<file path="config.mk">
export PLATFORM = sky130hd
export DESIGN_NAME = opb_region_decoder
export DESIGN_NICKNAME = d
export VERILOG_FILES = /design/src/rtl/opb_decode_pkg.sv /design/src/rtl/opb_region_match.sv /design/src/rtl/opb_region_decoder.sv
export SDC_FILE = /design/constraint.sdc
export NUM_CORES = 1
export LEC_CHECK = 0
export ABC_AREA = 1
export CORE_AREA = 3 3 105 107
export CTS_BUF_LIST = sky130_fd_sc_hd__clkbuf_4
export CTS_CLUSTER_DIAMETER = 120
export DETAILED_ROUTE_END_ITERATION = 10
export DIE_AREA = 0 0 108 110
export GPL_TIMING_DRIVEN = 0
export PLACE_DENSITY = 0.72
export SYNTH_ARGS = -nofsm -noshare
export SYNTH_HDL_FRONTEND = slang
export SYNTH_SLANG_ARGS = --single-unit
</file>
<file path="constraint.sdc">
create_clock -name CLK -period 2.5 [get_ports CLK]
set_clock_uncertainty 0.15 [all_clocks]
set_input_delay 0.25 -clock CLK [delete_from_list [all_inputs] [get_ports CLK]]
set_output_delay 0.25 -clock CLK [all_outputs]
set_load 0.01 [all_outputs]
</file>
<file path="src/rtl/opb_decode_pkg.sv">
// Shared types and board memory-map constants for the OPB region decoder.
package opb_decode_pkg;

  typedef enum logic [1:0] {
    ST_IDLE   = 2'd0,
    ST_STROBE = 2'd1,
    ST_WAIT   = 2'd2,
    ST_RESP   = 2'd3
  } state_e;

  localparam int ERR_CNT_W = 8;

  // Board memory map: base address and window size of each peripheral
  localparam logic [23:0] COUNTER_BASE  = 24'h000000;
  localparam logic [23:0] COUNTER_SIZE  = 24'h000040;
  localparam logic [23:0] CAN_BASE      = 24'h010000;
  localparam logic [23:0] CAN_SIZE      = 24'h001000;
  localparam logic [23:0] AD1_BASE      = 24'h020000;
  localparam logic [23:0] AD1_SIZE      = 24'h000100;
  localparam logic [23:0] AD2_BASE      = 24'h020100;
  localparam logic [23:0] AD2_SIZE      = 24'h000100;
  localparam logic [23:0] RS485_BASE    = 24'h030000;
  localparam logic [23:0] RS485_SIZE    = 24'h000100;
  localparam logic [23:0] BRG1_BASE     = 24'h040000;
  localparam logic [23:0] BRG2_BASE     = 24'h041000;
  localparam logic [23:0] BRG3_BASE     = 24'h042000;
  localparam logic [23:0] BRG4_BASE     = 24'h043000;
  localparam logic [23:0] BRG5_BASE     = 24'h044000;
  localparam logic [23:0] BRG_SIZE      = 24'h001000;
  localparam logic [23:0] BRK1_BASE     = 24'h050000;
  localparam logic [23:0] BRK2_BASE     = 24'h050100;
  localparam logic [23:0] BRK_SIZE      = 24'h000100;
  localparam logic [23:0] ILIM_DAC_BASE = 24'h060000;
  localparam logic [23:0] ILIM_DAC_SIZE = 24'h000100;
  localparam logic [23:0] MEL_BASE      = 24'h070000;
  localparam logic [23:0] MEL_SIZE      = 24'h006000;
  localparam logic [23:0] FOPT_BASE     = 24'h080000;
  localparam logic [23:0] FOPT_SIZE     = 24'h001000;
  localparam logic [23:0] CLOCK_BASE    = 24'h090000;
  localparam logic [23:0] CLOCK_SIZE    = 24'h000040;
  localparam logic [23:0] ENET_BASE     = 24'h0e0000;
  localparam logic [23:0] ENET_SIZE     = 24'h010000;
  localparam logic [23:0] SP1_BASE      = 24'h400000;
  localparam logic [23:0] SP1_SIZE      = 24'h006000;
  localparam logic [23:0] SP2_BASE      = 24'h406000;
  localparam logic [23:0] SP2_SIZE      = 24'h000010;
  localparam logic [23:0] DO_BASE       = 24'h500000;
  localparam logic [23:0] DO_SIZE       = 24'h000010;
  localparam logic [23:0] DI_BASE       = 24'h500010;
  localparam logic [23:0] DI_SIZE       = 24'h000010;

endpackage

</file>
<file path="src/rtl/opb_region_match.sv">
// Combinational region comparator array with lowest-index priority select.
module opb_region_match
  import opb_decode_pkg::*;
#(
  parameter int                      ADDR_W = 24,
  parameter int                      N_REG  = 4,
  parameter logic [N_REG*ADDR_W-1:0] BASE   = {24'h400000, 24'h0e0000, 24'h070000, 24'h000000},
  parameter logic [N_REG*ADDR_W-1:0] SIZE   = {24'h006010, 24'h010000, 24'h006000, 24'h000040}
) (
  input  logic [ADDR_W-1:0] addr,
  output logic              hit,
  output logic [N_REG-1:0]  sel
);

  logic [N_REG-1:0] in_range;

  // Window test per region; the upper bound carries one extra bit so base+size never wraps
  always_comb begin
    in_range = '0;
    for (int i = 0; i < N_REG; i++) begin
      in_range[i] = ({1'b0, addr} >= {1'b0, BASE[i*ADDR_W +: ADDR_W]}) &&
                    ({1'b0, addr} <  ({1'b0, BASE[i*ADDR_W +: ADDR_W]} +
                                      {1'b0, SIZE[i*ADDR_W +: ADDR_W]}));
    end
  end

  // Scan from the top down so the lowest matching index is the one left selected
  always_comb begin
    sel = '0;
    for (int i = N_REG - 1; i >= 0; i--) begin
      if (in_range[i]) begin
        sel    = '0;
        sel[i] = 1'b1;
      end
    end
  end

  assign hit = |in_range;

endmodule

</file>
<file path="src/rtl/opb_region_decoder.sv">
// Registered OPB address decoder: region strobes, ack/timeout handling and error logging.
module opb_region_decoder
  import opb_decode_pkg::*;
#(
  parameter int                      ADDR_W   = 24,
  parameter int                      DATA_W   = 16,
  parameter int                      N_REG    = 4,
  parameter logic [N_REG*ADDR_W-1:0] BASE     = {24'h400000, 24'h0e0000, 24'h070000, 24'h000000},
  parameter logic [N_REG*ADDR_W-1:0] SIZE     = {24'h006010, 24'h010000, 24'h006000, 24'h000040},
  parameter logic [N_REG-1:0]        ACK_MASK = 4'b0100,
  parameter int                      TIMEOUT  = 15
) (
  input  logic                    CLK,
  input  logic                    RESET,
  input  logic [ADDR_W-1:0]       OPB_ADDR,
  input  logic                    OPB_RE,
  input  logic                    OPB_WE,
  output logic [N_REG-1:0]        REG_RE,
  output logic [N_REG-1:0]        REG_WE,
  input  logic [N_REG*DATA_W-1:0] SLV_DATA,
  input  logic [N_REG-1:0]        SLV_ACK,
  output logic [DATA_W-1:0]       OPB_DI,
  output logic                    OPB_ACK,
  output logic                    OPB_ERR,
  output logic [ADDR_W-1:0]       ERR_ADDR,
  output logic [ERR_CNT_W-1:0]    ERR_CNT,
  input  logic                    ERR_CLR
);

  localparam int CNT_W = (TIMEOUT > 1) ? $clog2(TIMEOUT) : 1;

  state_e                 state_q, state_d;
  logic [ADDR_W-1:0]      addr_q, addr_d;
  logic                   rd_q, rd_d;
  logic [N_REG-1:0]       sel_q, sel_d;
  logic [CNT_W-1:0]       cnt_q, cnt_d;
  logic [DATA_W-1:0]      data_q, data_d;
  logic                   err_q, err_d;
  logic [ADDR_W-1:0]      err_addr_q, err_addr_d;
  logic [ERR_CNT_W-1:0]   err_cnt_q, err_cnt_d;

  logic                   match_hit;
  logic [N_REG-1:0]       match_sel;
  logic [DATA_W-1:0]      slv_data_sel;
  logic                   ack_sel;
  logic                   explicit_sel;

  opb_region_match #(
    .ADDR_W (ADDR_W),
    .N_REG  (N_REG),
    .BASE   (BASE),
    .SIZE   (SIZE)
  ) u_match (
    .addr (OPB_ADDR),
    .hit  (match_hit),
    .sel  (match_sel)
  );

  // Read data and acknowledge of the latched region only; other regions are ignored
  always_comb begin
    slv_data_sel = '0;
    for (int i = 0; i < N_REG; i++) begin
      if (sel_q[i]) slv_data_sel = slv_data_sel | SLV_DATA[i*DATA_W +: DATA_W];
    end
  end

  assign ack_sel      = |(SLV_ACK & sel_q);
  assign explicit_sel = |(sel_q & ACK_MASK);

  // Transaction sequencing and error bookkeeping; the error log updates during the error RESP cycle
  always_comb begin
    state_d    = state_q;
    addr_d     = addr_q;
    rd_d       = rd_q;
    sel_d      = sel_q;
    cnt_d      = cnt_q;
    data_d     = data_q;
    err_d      = err_q;
    err_addr_d = err_addr_q;
    err_cnt_d  = err_cnt_q;
    unique case (state_q)
      ST_IDLE: begin
        if (OPB_RE || OPB_WE) begin
          addr_d = OPB_ADDR;
          rd_d   = OPB_RE;
          data_d = '0;
          cnt_d  = '0;
          if ((OPB_RE && OPB_WE) || !match_hit) begin
            sel_d   = '0;
            err_d   = 1'b1;
            state_d = ST_RESP;
          end else begin
            sel_d   = match_sel;
            err_d   = 1'b0;
            state_d = ST_STROBE;
          end
        end
      end
      ST_STROBE: begin
        if (explicit_sel) begin
          cnt_d   = '0;
          state_d = ST_WAIT;
        end else begin
          if (rd_q) data_d = slv_data_sel;
          state_d = ST_RESP;
        end
      end
      ST_WAIT: begin
        if (ack_sel) begin
          if (rd_q) data_d = slv_data_sel;
          state_d = ST_RESP;
        end else if (cnt_q == CNT_W'(TIMEOUT - 1)) begin
          err_d   = 1'b1;
          state_d = ST_RESP;
        end else begin
          cnt_d = cnt_q + CNT_W'(1);
        end
      end
      ST_RESP: begin
        state_d = ST_IDLE;
        if (err_q) begin
          err_addr_d = addr_q;
          if (err_cnt_q != {ERR_CNT_W{1'b1}}) err_cnt_d = err_cnt_q + ERR_CNT_W'(1);
        end
      end
      default: state_d = ST_IDLE;
    endcase
    if (ERR_CLR) err_cnt_d = (state_q == ST_RESP && err_q) ? ERR_CNT_W'(1) : '0;
  end

  // State and datapath registers with synchronous reset
  always_ff @(posedge CLK) begin
    if (RESET) begin
      state_q    <= ST_IDLE;
      addr_q     <= '0;
      rd_q       <= 1'b0;
      sel_q      <= '0;
      cnt_q      <= '0;
      data_q     <= '0;
      err_q      <= 1'b0;
      err_addr_q <= '0;
      err_cnt_q  <= '0;
    end else begin
      state_q    <= state_d;
      addr_q     <= addr_d;
      rd_q       <= rd_d;
      sel_q      <= sel_d;
      cnt_q      <= cnt_d;
      data_q     <= data_d;
      err_q      <= err_d;
      err_addr_q <= err_addr_d;
      err_cnt_q  <= err_cnt_d;
    end
  end

  assign REG_RE   = (state_q == ST_STROBE && rd_q)  ? sel_q : '0;
  assign REG_WE   = (state_q == ST_STROBE && !rd_q) ? sel_q : '0;
  assign OPB_ACK  = (state_q == ST_RESP);
  assign OPB_ERR  = (state_q == ST_RESP) && err_q;
  assign OPB_DI   = data_q;
  assign ERR_ADDR = err_addr_q;
  assign ERR_CNT  = err_cnt_q;

endmodule

</file>
==> impl_metrics.json <==
{
  "outcome": "completed",
  "finalHoldViolCount": 0,
  "final_core_util_pct": 57.6,
  "whs_ns": 0.242,
  "synth_area_mm2": 0.00404,
  "final_nets": 862,
  "clkTransAtPathRegs_ns": 0.15,
  "finalWeightedCongestion": 0.827,
  "antenna_left": 0,
  "antenna_found_initial": 0,
  "tns_ns": 0,
  "hp-start": "OPB_ADDR[9]",
  "rsz0062_at_grt": "false",
  "yosysTopAreaCell": "dfxtp_1",
  "dr.first_iter.drc_count": 264,
  "netlist_instances": 595,
  "relSlewSlack_pct": 66.8,
  "fin_cells": 900,
  "cts_tree": "yes",
  "die_y_um": 110,
  "cts-root-buf": "clkbuf_4",
  "grt_pass1_wl_um": 19500,
  "worstSetupPathType": "reg2out",
  "yosys-top-cells-area": "dfxtp_1 (42%), nor2_1 (14%), nand2_1 (12%)",
  "ys_seq_elements": 84,
  "setup_viol_count_final": 0,
  "io_pins": 155,
  "post_dp_cell_area_mm2": 0.00575,
  "crit_top_cell": "buf_2",
  "pre_cts_slack_ns": 0.221,
  "dpl.cell_count": 885,
  "crit_path_top_delay_cell": "clkdlybuf4s50_1",
  "area_growth_pct": 45.9,
  "setup_slack_ns": 0.133,
  "seq_area_mm2": 0.00168,
  "drive_gt1_share_pct": 6.29,
  "initial_utilization_pct": 39.5,
  "synth.top_cell.area_share_pct": 41.7,
  "synthTopCellsByCount": "nor2_1 (149), nand2_1 (128), dfxtp_1 (84), o21ai_0 (68), inv_1 (34)",
  "die_area_mm2": 0.0119,
  "post-dp-hpwl_um": 9650,
  "grt_pass1_vias": 4237,
  "p_total_mw": 4.46,
  "dr.pass1.iters": 6,
  "port_buffers": 154,
  "numCtsBuffers": 9,
  "p_per_area_mw_per_mm2": 758,
  "finalCriticalPeriod_ns": 2.37,
  "finalMaxSlewViolations": 0,
  "p_leak_nw": 2.23,
  "synth-edff-count": 0,
  "h-tree-depth": 3,
  "grt_usage_pct": 20.5,
  "async_reset_ff_share_pct": 0,
  "avgViaCountPerCell": 4.96,
  "cp.arrival_ns": 1.97,
  "ys_seq_area_share_pct": 41.7,
  "max_cap_viol_count": 0,
  "multi_input_area_mm2": 0.00204,
  "fin_crit_sh_pct": 94.7,
  "worst_slew_pin_slew_ns": 0.499,
  "ys_types": 30,
  "routed_wirelength_um": 12300,
  "cp_cell_sequence": "buf_2, buf_2, inv_1, nor2_1, clkdlybuf4s50_1",
  "r2r-start": "state_q[0]",
  "max_freq_mhz": 422,
  "critPathMaxFanout": 10,
  "drc": 0,
  "synth_warnings": 0,
  "grt_max_degree": 18,
  "grt-ovfl-total": 0,
  "finalInstanceArea_mm2": 0.00589,
  "synth_nets": 699,
  "end_kind": "output pin",
  "num_vias": 4463,
  "wl_per_cell_um": 13.7,
  "hold_path_class": "in2reg",
  "synth_most_common_cell": "nor2_1",
  "startpoint": "sel_q[1]",
  "critical_path.startpoint_type": "register",
  "clockBufferDepth": 2,
  "syn_area_per_cell_um2": 6.78,
  "peakVddDrop_uv": 373,
  "cpPeakStageDelay_ns": 0.56,
  "fillerInstances": 954,
  "clock_sinks": 84,
  "die_w_um": 108,
  "required_ns": 2.10,
  "ys.flop_type": "dfxtp_1",
  "rows": 37,
  "clk_latency_ns": 0.41,
  "core-area_mm2": 0.0102
}
cell type report:
cell class	count	share of cell area [%]
diodes	1	0.0425
plain buffers	25	2.36
clock buffers	9	1.15
clock inverters	7	1.23
inverters	41	2.74
multi-input cells	442	34.7
flip-flops and latches	84	28.6
well taps	136	2.89
repair buffers	155	26.3
sequential cells by signal, indices dropped and copies added, names as in the netlist:
| signal | flops |
|---|---|
| cnt_q | 4 |
| ERR_ADDR | 24 |
| OPB_DI | 16 |
| err_q | 1 |
| ERR_CNT | 8 |
| rd_q | 1 |
| addr_q | 24 |
| sel_q | 4 |
| state_q | 2 |
layer usage:
metal / up-vias / share of wire (%) / GRT usage [%]
li1: 2250 / - / -
met1: 2065 / 43 / 25.5
met4: 0 / 2.1 / 7.57
met3: 26 / 5.2 / 3.44
met2: 122 / 50 / 35.7
met5: - / 0 / 0
report_power, final:
group | switching [mW] | internal [mW]
Clock | 0.479 | 0.311
Sequential | 0.156 | 1.63
Combinational | 1.07 | 0.815
logic make-up (layout without fill, tap and decap cells):
family          after synthesis  in the layout  share of synthesized area (%)
compound gates              115            115                           15.9
other cells                   0              1                              0
xor+xnor                      1              1                          0.217
buf+inv                      69            237                           7.75
flops                        84             84                           41.7
simple gates                319            319                           32.3
fa+ha+maj                     7              7                           2.17
repair_timing:
action | in CTS | in global routing
cloned | 0 | 0
gates resized for setup | 2 | 0
hold buffers | 0 | 0
endpoints found under the setup margin | 1 | 2
pin swaps | 0 | 0
setup buffers | 1 | 0
critical path: cells and delay by family (launching register included):
| kind | cells | cell delay, ns |
|---|---|---|
| buf+inv | 4 | 1.11 |
| flops | 1 | 0.32 |
| simple gates | 1 | 0.11 |
placed cells by master, fill, tap and decap left out, types with 2 or more instances in the layout:
| cell | instances |
|---|---|
| a21oi_1 | 28 |
| a41oi_1 | 16 |
| buf_2 | 11 |
| buf_6 | 2 |
| clkbuf_1 | 11 |
| clkbuf_4 | 9 |
| clkdlybuf4s50_1 | 154 |
| clkinv_1 | 2 |
| dfxtp_1 | 84 |
| ha_1 | 6 |
| inv_1 | 34 |
| inv_2 | 5 |
| inv_6 | 4 |
| nand2_1 | 128 |
| nand2_2 | 3 |
| nand2_4 | 2 |
| nand3_1 | 19 |
| nand4_1 | 6 |
| nor2_1 | 149 |
| nor2_2 | 3 |
| nor3_1 | 3 |
| o21ai_0 | 68 |
path summary, 6_finish.rpt:
path         depth (start not counted)  slack [ns]    endpoint
max reg2reg                          9        0.29  OPB_DI[10]
min reg2reg                          2        0.34  ERR_CNT[4]
min                                  3        0.24   addr_q[9]
max                                  5        0.13   REG_RE[1]
(Power assumes the default switching activity.)
